==> config.mk <==
export PLATFORM = sky130hd
export DESIGN_NAME = output_port_alloc
export DESIGN_NICKNAME = d
export VERILOG_FILES = /design/src/rtl/noc_pkg.sv /design/src/rtl/rr_arbiter.sv /design/src/rtl/output_port_alloc.sv
export SDC_FILE = /design/constraint.sdc
export NUM_CORES = 1
export LEC_CHECK = 0
export CORE_UTILIZATION = 41
export DETAILED_ROUTE_END_ITERATION = 7
export GPL_ROUTABILITY_DRIVEN = 0
export PLACE_DENSITY = 0.86
export SYNTH_ARGS = -nofsm -noshare
export SYNTH_HDL_FRONTEND = slang
export SYNTH_SLANG_ARGS = --single-unit
export TNS_END_PERCENT = 100
==> constraint.sdc <==
create_clock -name clk -period 4.9 [get_ports clk]
set_clock_uncertainty 0.1 [all_clocks]
set_input_delay 0.49 -clock clk [delete_from_list [all_inputs] [get_ports clk]]
set_output_delay 0.49 -clock clk [all_outputs]
set_load 0.03 [all_outputs]
==> src/rtl/noc_pkg.sv <==
// Shared NoC router definitions: flit field positions and allocator FSM states.
package noc_pkg;

  typedef enum logic {
    IDLE   = 1'b0,
    LOCKED = 1'b1
  } state_e;

  // Control bits live at the top of every flit, payload fills the rest.
  function automatic int valid_pos(input int flit_w);
    return flit_w - 1;
  endfunction

  function automatic int head_pos(input int flit_w);
    return flit_w - 2;
  endfunction

  function automatic int tail_pos(input int flit_w);
    return flit_w - 3;
  endfunction

endpackage

==> src/rtl/rr_arbiter.sv <==
// Combinational round-robin arbiter: first requester at or after ptr_i, wrapping.
module rr_arbiter #(
  parameter int N  = 4,
  parameter int IW = (N > 1) ? $clog2(N) : 1
) (
  input  logic [N-1:0]  req_i,
  input  logic [IW-1:0] ptr_i,
  output logic [N-1:0]  gnt_o,
  output logic [IW-1:0] idx_o,
  output logic          any_o
);

  logic [IW-1:0] j;

  // NOTE: every variable written in always_comb gets a default first, so no path can infer a latch.
  always_comb begin
    gnt_o = '0;
    idx_o = '0;
    any_o = 1'b0;
    j     = '0;
    for (int off = 0; off < N; off++) begin
      j = IW'((int'(ptr_i) + off) % N);
      if (!any_o && req_i[j]) begin
        any_o    = 1'b1;
        gnt_o[j] = 1'b1;
        idx_o    = j;
      end
    end
  end

endmodule

==> src/rtl/output_port_alloc.sv <==
// Output-port allocator: round-robin head arbitration, wormhole packet locking,
// credit-gated flit transfer with sticky credit-overflow error.
module output_port_alloc
  import noc_pkg::*;
#(
  parameter int FLIT_W = 17,
  parameter int N_IN   = 4,
  parameter int DEPTH  = 4
) (
  input  logic                       clk,
  input  logic                       rst,
  input  logic [N_IN-1:0]            req_i,
  input  logic [N_IN*FLIT_W-1:0]     flit_i,
  input  logic                       consume_i,
  output logic [N_IN-1:0]            grant_o,
  output logic [FLIT_W-1:0]          data_o,
  output logic [$clog2(DEPTH+1)-1:0] credit_o,
  output logic                       locked_o,
  output logic [$clog2(N_IN)-1:0]    owner_o,
  output logic                       err_o
);

  localparam int CW = $clog2(DEPTH + 1);
  localparam int IW = $clog2(N_IN);
  localparam int VB = valid_pos(FLIT_W);
  localparam int HB = head_pos(FLIT_W);
  localparam int TB = tail_pos(FLIT_W);

  state_e              state_q, state_d;
  logic [IW-1:0]       ptr_q, ptr_d;
  logic [IW-1:0]       owner_q, owner_d;
  logic [CW-1:0]       credit_q, credit_d;
  logic                err_q, err_d;
  logic [FLIT_W-1:0]   data_q, data_d;

  logic [N_IN-1:0]     head_req;
  logic [N_IN-1:0]     arb_gnt;
  logic [IW-1:0]       arb_idx;
  logic                arb_any;
  logic [IW-1:0]       win_idx;
  logic [FLIT_W-1:0]   win_flit;
  logic                win_any;
  logic                send;
  logic [N_IN-1:0]     grant;

  // Only valid head flits may open a packet; body flits in IDLE are ignored.
  always_comb begin
    head_req = '0;
    for (int i = 0; i < N_IN; i++) begin
      head_req[i] = req_i[i] & flit_i[i*FLIT_W + VB] & flit_i[i*FLIT_W + HB];
    end
  end

  rr_arbiter #(.N(N_IN), .IW(IW)) u_arb (
    .req_i (head_req),
    .ptr_i (ptr_q),
    .gnt_o (arb_gnt),
    .idx_o (arb_idx),
    .any_o (arb_any)
  );

  // Output logic: while LOCKED only the owner is looked at; sends need registered credit.
  always_comb begin
    win_idx  = (state_q == LOCKED) ? owner_q : arb_idx;
    win_flit = flit_i[int'(win_idx)*FLIT_W +: FLIT_W];
    win_any  = (state_q == LOCKED) ? (req_i[owner_q] & win_flit[VB]) : arb_any;
    send     = rst & win_any & (credit_q != '0);
    grant    = '0;
    if (send) grant[win_idx] = 1'b1;
  end

  // Next-state logic: any sent tail closes the packet, head bits while LOCKED are body.
  always_comb begin
    state_d = state_q;
    ptr_d   = ptr_q;
    owner_d = owner_q;
    if (send) begin
      owner_d = win_idx;
      if (win_flit[TB]) begin
        state_d = IDLE;
        ptr_d   = (win_idx == IW'(N_IN - 1)) ? '0 : win_idx + IW'(1);
      end else begin
        state_d = LOCKED;
      end
    end
  end

  always_comb begin
    credit_d = credit_q;
    err_d    = err_q;
    data_d   = send ? win_flit : '0;
    unique case ({send, consume_i})
      2'b10: credit_d = credit_q - CW'(1);
      2'b01: begin
        if (credit_q == CW'(DEPTH)) err_d = 1'b1;
        else                        credit_d = credit_q + CW'(1);
      end
      default: credit_d = credit_q;
    endcase
  end

  // NOTE: sequential state uses non-blocking assignments so every flop samples pre-edge values.
  always_ff @(posedge clk or negedge rst) begin
    if (!rst) state_q <= IDLE;
    else      state_q <= state_d;
  end

  always_ff @(posedge clk or negedge rst) begin
    if (!rst) begin
      ptr_q    <= '0;
      owner_q  <= '0;
      credit_q <= CW'(DEPTH);
      err_q    <= 1'b0;
      data_q   <= '0;
    end else begin
      ptr_q    <= ptr_d;
      owner_q  <= owner_d;
      credit_q <= credit_d;
      err_q    <= err_d;
      data_q   <= data_d;
    end
  end

  assign grant_o  = grant;
  assign data_o   = data_q;
  assign credit_o = credit_q;
  assign locked_o = (state_q == LOCKED);
  assign owner_o  = owner_q;
  assign err_o    = err_q;

endmodule

Word-level counts from Yosys, hierarchy flattened
Index checks and enable logic that the tools add are counted.
{ "word_totals": {"out_inout_bits": 28, "reg_bits": 26, "inputBits": 75} }
{ "classes": {"eq_ne": 5, "n_addsub": 6, "n_mux": 28, "mul": 1, "n_lt_le_gt_ge": 7, "shift": 1, "bitwise": 11, "reduce_logical": 12} }
{ "op_table": {"columns": ["op", "count"], "rows": [
  ["68-bit by 8-bit variable part select with 17-bit output", 1],
  ["2-bit by 3-bit < comparator with 1-bit output (second input constant)", 6],
  ["17-bit 2-to-1 mux", 1],
  ["1-bit 2-to-1 mux", 12],
  ["2-bit 2-to-1 mux", 6],
  ["1-bit bitwise AND", 11],
  ["1-bit binary-select mux with 2-bit select", 5],
  ["2-bit by 5-bit multiplier with 7-bit output (second input constant)", 1],
  ["3-bit case mux with 2 select lines", 1],
  ["2-bit AND reduction", 3],
  ["2-bit by 1-bit adder with 2-bit output (second input constant)", 2],
  ["2-bit adder (second input constant)", 2],
  ["2-bit equality test (second input constant)", 2],
  ["1-bit logical AND", 4],
  ["4-bit 2-to-1 mux", 1],
  ["3-bit by 1-bit adder with 3-bit output (second input constant)", 1],
  ["3-bit equality test (second input constant)", 1],
  ["1-bit logical NOT", 3],
  ["3-bit 2-to-1 mux", 1],
  ["3-bit nonzero test", 1],
  ["3-bit by 1-bit subtractor with 3-bit output (second input constant)", 1],
  ["1-bit demux with 2-bit select", 1],
  ["2-bit by 1-bit equality test with 1-bit output (second input constant)", 1],
  ["2-bit by 1-bit greater-or-equal comparator with 1-bit output (second input constant)", 1],
  ["other kinds (2)", 2]
]} }

Depth between registers and ports, before layout
Gate-level depths: netlist of the first run.
{ "depth": {"ltp_word": 24, "ltp_mapped": 11, "ltp_nobuf": 9} }

By module
Synthesis of the first run repeated with hierarchy kept, for this count alone.
{ "hier_totals": {"hier_cells": 175, "hier_area_um2": 2152.1} }
{ "by_module_without_submodules": {"columns": ["mod", "instances", "seq_area_each_um2", "cells_each", "area_per_inst_um2"], "rows": [
  ["output_port_alloc", 1, 651.9, 130, 1732.9],
  ["rr_arbiter", 1, 0.0, 45, 419.2]
]} }

Worst setup path before layout of the first run
No wires, ideal clock.
{ "synth_path": {"path_kind": "input to register", "startpoint": "input flit_i[16]", "endpoint": "register credit_q[2], in the netlist credit_o[2]", "required_time_ps": 4722, "arrival_time_ps": 2534, "slack_ps": 2187, "stages": 10, "n_path_buf": 2, "cell_sequence": "and3_4 -> nor3_2 -> a31o_1 -> a21o_1 -> buf_2 -> buf_2 -> nand2_1 -> fa_1 -> or3_1 -> a31o_2"} }
{ "synth_between": {"elab_chain_len": 24, "elab_cells_between_ends": 37} }
{ "synth_rtl": {"columns": ["item", "line_no", "text"], "rows": [
  ["start: declaration", "output_port_alloc.sv:13", "input logic [N_IN*FLIT_W-1:0] flit_i,"],
  ["1-bit bitwise AND (2 in a row)", "output_port_alloc.sv:50", "head_req[i] = req_i[i] & flit_i[i*FLIT_W + VB] & flit_i[i*FLIT_W + HB];"],
  ["1-bit binary-select mux with 2-bit select", "rr_arbiter.sv:23", "if (!any_o && req_i[j]) begin"],
  ["1-bit 2-to-1 mux (implied by the code)", "rr_arbiter.sv:23", null],
  ["1-bit 2-to-1 mux", "rr_arbiter.sv:23", null],
  ["1-bit logical NOT", "rr_arbiter.sv:23", null],
  ["1-bit logical AND", "rr_arbiter.sv:23", null],
  ["1-bit 2-to-1 mux", "rr_arbiter.sv:23", null],
  ["1-bit logical NOT", "rr_arbiter.sv:23", null],
  ["[... 6 more ...]", null, null],
  ["2-bit by 5-bit multiplier with 7-bit output", "output_port_alloc.sv:65", "win_flit = flit_i[int'(win_idx)*FLIT_W +: FLIT_W];"],
  ["68-bit by 8-bit variable part select with 17-bit output", "output_port_alloc.sv:65", null],
  ["1-bit bitwise AND", "output_port_alloc.sv:66", "win_any = (state_q == LOCKED) ? (req_i[owner_q] & win_flit[VB]) : arb_any;"],
  ["1-bit 2-to-1 mux (*)", "output_port_alloc.sv:66", null],
  ["1-bit bitwise AND (*) (2 in a row)", "output_port_alloc.sv:67", "send = rst & win_any & (credit_q != '0);"],
  ["2-bit by 1-bit equality test with 1-bit output or 2-bit equality test (tied branches)", "output_port_alloc.sv:92", "unique case ({send, consume_i})"],
  ["2-bit != test (no source line) or 2-bit nonzero test (tied branches)", null, null],
  ["2-bit AND reduction (no source line)", null, null],
  ["end signal: assignment", "output_port_alloc.sv:112", "credit_q <= CW'(DEPTH);"],
  ["end signal: assignment", "output_port_alloc.sv:118", "credit_q <= credit_d;"],
  ["end: declaration", "output_port_alloc.sv:32", "logic [CW-1:0] credit_q, credit_d;"]
]} }
Mark *: on every way between the ends. The rest lies on a longest branch, timed or not. The select of a mux whose other input is x is not followed.
A chain may end at the register's enable or synchronous reset.

Worst setup path after layout of the first run
{ "layout_path": {"startpoint": "input flit_i[32]", "endpoint": "output grant_o[3]"} }
{ "layout_between": {"elab_chain_len": 21, "elab_cells_between_ends": 36} }
{ "layout_rtl": {"columns": ["item", "line_no", "text"], "rows": [
  ["1-bit bitwise AND", "output_port_alloc.sv:50", null],
  ["1-bit binary-select mux with 2-bit select", "rr_arbiter.sv:23", null],
  ["1-bit 2-to-1 mux (implied by the code)", "rr_arbiter.sv:23", null],
  ["1-bit 2-to-1 mux", "rr_arbiter.sv:23", null],
  ["1-bit logical NOT", "rr_arbiter.sv:23", null],
  ["1-bit logical AND", "rr_arbiter.sv:23", null],
  ["1-bit 2-to-1 mux", "rr_arbiter.sv:23", null],
  ["1-bit logical NOT", "rr_arbiter.sv:23", null],
  ["[... 4 more ...]", null, null],
  ["2-bit 2-to-1 mux", "rr_arbiter.sv:23", null],
  ["2-bit 2-to-1 mux", "output_port_alloc.sv:64", "win_idx = (state_q == LOCKED) ? owner_q : arb_idx;"],
  ["2-bit by 5-bit multiplier with 7-bit output", "output_port_alloc.sv:65", null],
  ["68-bit by 8-bit variable part select with 17-bit output", "output_port_alloc.sv:65", null],
  ["1-bit bitwise AND", "output_port_alloc.sv:66", null],
  ["1-bit 2-to-1 mux", "output_port_alloc.sv:66", null],
  ["1-bit bitwise AND (2 in a row)", "output_port_alloc.sv:67", null],
  ["4-bit 2-to-1 mux (*)", "output_port_alloc.sv:69", "if (send) grant[win_idx] = 1'b1;"],
  ["end: declaration", "output_port_alloc.sv:15", "output logic [N_IN-1:0] grant_o,"]
]} }
Marks and branches as above.

==> results of run 1 <==
## synthesized netlist by cell type, types with 2 or more instances
cell type	instances	area [sq um]
nand2_1	37	139
dfrtp_1	25	626
and2_1	17	106
a211oi_1	16	120
a311oi_1	14	123
a21oi_1	9	45.0
inv_1	6	22.5
buf_4	5	37.5
o21ai_0	5	25.0
ha_1	4	50.1
mux2i_1	4	40.0
nand3_1	4	20.0
and3_4	3	33.8
buf_6	3	33.8
clkbuf_1	3	11.3
nor2_1	3	11.3
a21o_1	2	15.0
and2_2	2	15.0
buf_2	2	10.0
inv_2	2	7.51
nand3_2	2	20.0
nor3_2	2	20.0
o211ai_1	2	15.0
o22ai_2	2	25.0
## area by class of cell
class                           instances  area (sq um)  area share [%]
Sequential cell                        26           652            22.7
Inverter                                8          30.0            1.05
Tap cell                               50          62.6            2.18
Clock buffer                            4          45.0            1.57
Timing Repair Buffer                  108          1070            37.2
Multi-Input combinational cell        149          1010            35.3
## power by group through the flow
stage / combinational [mW] / sequential (mW) / clock (mW)
CTS: 0.904 / 0.361 / 0.129
finish: 0.899 / 0.362 / 0.126
global route: 0.980 / 0.372 / 0.137
floorplan: 0.465 / 0.504 / 0
detailed placement: 0.902 / 0.365 / 0
global placement: 0.885 / 0.364 / 0
## sequential cells by signal (all words and copies together), names as in the netlist
register / flops
data_o: 17
owner_o: 2
ptr_q: 2
locked_o: 1
credit_o: 3
err_o: 1
## layer usage
metal / track usage (%) / up-vias
li1: - / 916
met3: 4.33 / 4
met4: 6.51 / 0
met5: 0 / -
met1: 25.0 / 861
met2: 37.5 / 82
## logic make-up (layout without fill, tap and decap cells)
family | after synthesis | count (layout) | synth area share, %
muxes | 5 | 5 | 3.07
adders and majority gates | 5 | 5 | 3.91
and+or+nand+nor | 78 | 78 | 23.7
AOI/OAI and AO/OA | 61 | 61 | 25.8
DFF | 26 | 26 | 36.4
buffers and inverters | 22 | 120 | 7.13
## through the flow
stage / worst slack (ns) / cell area, sq um / std cells / utilization (%)
after floorplan: 2.19 / 1790 / 197 / -
after global placement: 1.33 / 2820 / 341 / 69.0
after detailed placement: 1.29 / 2820 / 341 / 69.0
after CTS: 1.28 / 2870 / 345 / 70.1
after global routing: 1.11 / 2870 / 345 / 70.1
final: 1.30 / 2870 / 345 / 70.1
## worst max-delay path by stage
stage / cells after the start / start / endpoint
floorplan: 10 / flit_i[16] / credit_o[2]$_DFFE_PN1P_
global placement: 9 / flit_i[32] / grant_o[3]
detailed placement: 9 / rst / grant_o[0]
CTS: 9 / rst / grant_o[0]
global route: 9 / rst / grant_o[1]
finish: 9 / flit_i[32] / grant_o[3]
## worst max-delay path: cells and delay by family
| family | cells | cell delay, ns |
|---|---|---|
| AO/OA/AOI/OAI | 3 | 0.58 |
| adder cells (fa/ha/maj) | 1 | 0.19 |
| buffers and inverters | 3 | 1.42 |
| AND/OR/NAND/NOR | 2 | 0.34 |
==> impl_metrics.yaml, run 1 <==
global_route:
  grtUsageTotal_pct: 21.0
  grt_remaining_overflow: 0
  antenna_found_initial: 0
  grt_pass1_wl_microns: 7360
  grt_pass1_vias: 1691
  grt_start_max_net_pins: 35
yosys:
  synth_warnings: 0
  ys.flop_type: "dfrtp_1"
  syn-num-nets: 277
  netlist_area_sq_mm: 0.00179
  synth_edf_count: 0
  ys_seq_area_share_pct: 36.4
  synth_area_per_cell_sq_um: 9.09
  synth_seq_cells: 26
  synthDistinctLibCells: 47
  synthArstFlopShare_pct: 100
  syn-instance-count: 197
die:
  die_y_microns: 68.1
  die_w_microns: 68.1
  start_util_pct: 43.8
  io_pins: 103
  core_sq_mm: 0.00409
  die_area_sq_mm: 0.00464
  row_count: 23
sta:
  setup_violations: 0
  clock.fmax_mhz: 278
  drv_slew: 0
  period_share_pct: 73.5
  worst_pin_slew_ns: 0.481
  holdWs_ns: 0.392
  final_hold_viol_count: 0
  maxSlewHeadroom_pct: 67.9
  setup_tns_ns: 0
  rsz0062_at_grt: "false"
  period_needed_ns: 3.60
detailed_routing:
  drt_iter0_drc: 120
  met3_length_microns: 370
  vias: 1863
  antenna_left: 0
  routed.top_layer: "met4"
  drt_pre_antenna_iters: 4
  routed_wl_microns: 4910
  met1Wirelength_microns: 2080
  drc_errors: 0
  viasPerCell: 5.40
  wire_per_inst_microns: 14.2
  dr_wl_met2_microns: 2410
pwr:
  power_mw: 1.39
  p_int_mw: 0.743
  p_switching_mw: 0.644
  switching_share_pct: 46.4
  p_per_area_mw_per_mm2: 484
  leakagePower_nw: 1.16
  p_seq_share_pct: 26.1
  max-vdd-ir-drop_mv: 0.281
  pwr-share-clk_pct: 9.1
  p_comb_share_pct: 64.8
cts:
  ctsResizeCount: 0
  cts_tree: "yes"
  cts.clk_slew.worst_paths_ns: 0.09
  insertion_delay_ns: 0.27
  numCtsBuffers: 3
  cts_buffer_depth: 2
  htree_levels: 1
  clock-sinks: 26
  post_cts_buffers: 0
  cts-root-buf: "clkbuf_8"
  ctsHoldBuffers: 0
setup_path:
  cpPeakStageDelay_ns: 0.66
  worstPathCellList: "clkdlybuf4s50_1, and3_4, o22ai_2, a221oi_2, a22o_1, buf_4, ha_1, and2_1, clkdlybuf4s50_1"
  cp.required_ns: 4.31
  reg2reg_from: "owner_o[0]$_DFFE_PN0P_"
  regToRegSetupSlack_ns: 2.23
  worstSetupStartpointType: "input port"
  crit_path_frequent_cell: "clkdlybuf4s50_1"
  reg2reg_depth: 10
  critPathKind: "input port to output pin"
  worstPathArrival_ns: 3.01
  rr_endpoint: "credit_o[2]$_DFFE_PN1P_"
  crit_fanout: 21
  crit_slowest_cell: "clkdlybuf4s50_1"
  crit_path_end_kind: "output pin"
min_path:
  min_from: "err_o$_DFFE_PN0P_"
  hold_path.class: "register to register"
  whs_path_depth: 1
  hold_end: "err_o$_DFFE_PN0P_"
cells_and_area:
  nNetsFinal: 376
  drive_above_1_share_pct: 9.15
  num-fill-cells: 328
  area_delta_synth_final_pct: 60.1
  mostFrequentLayoutCell: "clkdlybuf4s50_1"
  diodes: 0
  layout_common_cells: "clkdlybuf4s50_1, nand2_1, dfrtp_1"
placement:
  io_buffers: 102
  dp_hpwl_microns: 3740
job:
  cap_violations: 0
run_status:
  outcome: "finished, final reports clean"
Power figures use the tool's default switching activity.
==> inputs of run 2 (changes only) <==
--- a/config.mk
+++ b/config.mk
@@ -5,10 +5,10 @@
 export SDC_FILE = /design/constraint.sdc
 export NUM_CORES = 1
 export LEC_CHECK = 0
-export CORE_UTILIZATION = 41
+export CORE_UTILIZATION = 35
 export DETAILED_ROUTE_END_ITERATION = 7
 export GPL_ROUTABILITY_DRIVEN = 0
-export PLACE_DENSITY = 0.86
+export PLACE_DENSITY = 0.78
 export SYNTH_ARGS = -nofsm -noshare
 export SYNTH_HDL_FRONTEND = slang
 export SYNTH_SLANG_ARGS = --single-unit
==> constraint.sdc (replaced) <==
create_clock -name clk -period 3.3 [get_ports clk]
set_clock_uncertainty 0.1 [all_clocks]
set_input_delay 0.33 -clock clk [delete_from_list [all_inputs] [get_ports clk]]
set_output_delay 0.33 -clock clk [all_outputs]
set_load 0.03 [all_outputs]
==> run 2 against run 1 <==
  * Power grew 48%
  * Design area up 0.39%
  * Worst hold slack worse by 0.012 ns
  * Largest cell class unchanged
  * Sequential share of layout area is 0.089 points lower
  * Worst setup slack lost 0.76 ns
  * Highest routed layer unchanged
  * Largest power group unchanged
==> impl_metrics.yaml, run 2 (same netlist as run 1, synthesis figures left out) <==
min_path:
  hold_path.class: "input port to asynchronous set/reset pin"
placement:
  io_buffers: 102
  dpl_cell_area_sq_mm: 0.00283
  placed_cells: 358
  dp_hpwl_microns: 3850
sta:
  period_needed_ns: 2.76
  maxSlewHeadroom_pct: 77.4
  setup_tns_ns: 0
  period_share_pct: 83.5
  final_hold_viol_count: 0
  rsz0062_at_grt: "false"
  clock.fmax_mhz: 363
  holdWs_ns: 0.380
  drv_slew: 0
  worst_pin_slew_ns: 0.338
  setup_violations: 0
setup_path:
  cp.required_ns: 2.87
  crit_fanout: 34
  worstSetupStartpointType: "input port"
  crit_path_end_kind: "output pin"
  worstPathArrival_ns: 2.33
  critPathKind: "input port to output pin"
pwr:
  p_per_area_mw_per_mm2: 714
  p_int_mw: 1.10
  p_seq_share_pct: 26.0
  leakagePower_nw: 1.17
  p_switching_mw: 0.954
  switching_share_pct: 46.5
  max-vdd-ir-drop_mv: 0.430
  p_comb_share_pct: 65.0
  pwr-share-clk_pct: 9.0
die:
  start_util_pct: 37.2
  die_y_microns: 73.5
  core_sq_mm: 0.00482
  io_pins: 103
  row_count: 25
  die_area_sq_mm: 0.00541
  die_w_microns: 73.5
global_route:
  grt_remaining_overflow: 0
  grtUsageTotal_pct: 18.6
  grt_pass1_wl_microns: 7720
  antenna_found_initial: 0
  grt_start_max_net_pins: 35
  grt_pass1_vias: 1702
job:
  cap_violations: 0
cts:
  cts_buffer_depth: 2
  ctsResizeCount: 0
  clock-sinks: 26
  post_cts_buffers: 0
  numCtsBuffers: 3
  ctsHoldBuffers: 0
  htree_levels: 1
  insertion_delay_ns: 0.27
  cts_tree: "yes"
  cts-root-buf: "clkbuf_8"
  cts.clk_slew.worst_paths_ns: 0.09
cells_and_area:
  largest_register_ffs: 17
  mostFrequentLayoutCell: "clkdlybuf4s50_1"
  diodes: 0
  final_cells: 362
  area_delta_synth_final_pct: 60.7
  drive_above_1_share_pct: 10.5
  fin_area_sq_mm: 0.00288
  nNetsFinal: 376
  layout_common_cells: "clkdlybuf4s50_1, nand2_1, dfrtp_1"
detailed_routing:
  wire_per_inst_microns: 14.0
  drt_iter0_drc: 79
  viasPerCell: 5.24
  routed_wl_microns: 5060
  antenna_left: 0
  drc_errors: 0
  drt_pre_antenna_iters: 4
  vias: 1898
run_status:
  outcome: "finished, final reports clean"
## run 2: cell count changes in the layout (fill, tap and decap cells not counted)
cell / change
buf_4: +4
clkdlybuf4s50_1: -4
## run 2: stage by stage
step | power [mW] | util [%] | worst slack (ns)
2_1_floorplan | 1.44 | - | 0.640
3_3_place_gp | 1.86 | 58.8 | 0.524
3_5_place_dp | 1.88 | 58.8 | 0.464
4_1_cts | 2.07 | 59.7 | 0.537
5_1_grt | 2.20 | 59.7 | 0.342
6_report | 2.05 | 59.7 | 0.544
## run 2: area by class of cell
| cell class | instances | area (sq um) |
|---|---|---|
| Clock buffer | 4 | 45.0 |
| Inverter | 8 | 30.0 |
| Fill cell | 461 | 1940 |
| Sequential cell | 26 | 652 |
| Timing Repair Buffer | 108 | 1060 |
| Multi-Input combinational cell | 149 | 1010 |
| Tap cell | 67 | 83.8 |
## run 2: routing by layer
metal,wire length [microns],vias to the layer above,global-route usage (%),part of all wire [%]
li1,-,916,-,-
met5,0,-,0,0
met3,292,4,1.37,5.8
met2,2590,75,33.5,51
met1,2130,903,23.4,42
met4,55,0,6.41,1.1
## run 2: worst max-delay path, stage by stage
cell and delay, ns:
clkdlybuf4s50_1 0.49, nand3_2 0.17, a21oi_1 0.21, o221ai_1 0.16, nand3_2 0.11, buf_4 0.33, ha_1 0.21, and2_1 0.14
buf_4 0.16
## run 2: path summary, 6_finish.rpt
kind / from / endpoint / slack (ns) / cells after the start
worst min-delay path: rst / ptr_q[1]$_DFFE_PN0P_ / 0.38 / 2
worst max register to register: credit_o[1]$_DFFE_PN0P_ / credit_o[2]$_DFFE_PN1P_ / 0.93 / 8
worst max-delay path: req_i[2] / grant_o[2] / 0.54 / 9
max in group asynchronous: rst / credit_o[2]$_DFFE_PN1P_ / 2.43 / 2
worst min register to register: err_o$_DFFE_PN0P_ / err_o$_DFFE_PN0P_ / 0.39 / 1
min in group clk: err_o$_DFFE_PN0P_ / err_o$_DFFE_PN0P_ / 0.39 / 1
## run 2: power by group through the flow
stage               registers, mW  clock network, mW  logic (mW)
floorplan                   0.748                  0       0.690
global placement            0.538                  0        1.32
detailed placement          0.540                  0        1.34
CTS                         0.537              0.191        1.34
global route                0.552              0.202        1.45
finish                      0.535              0.185        1.33
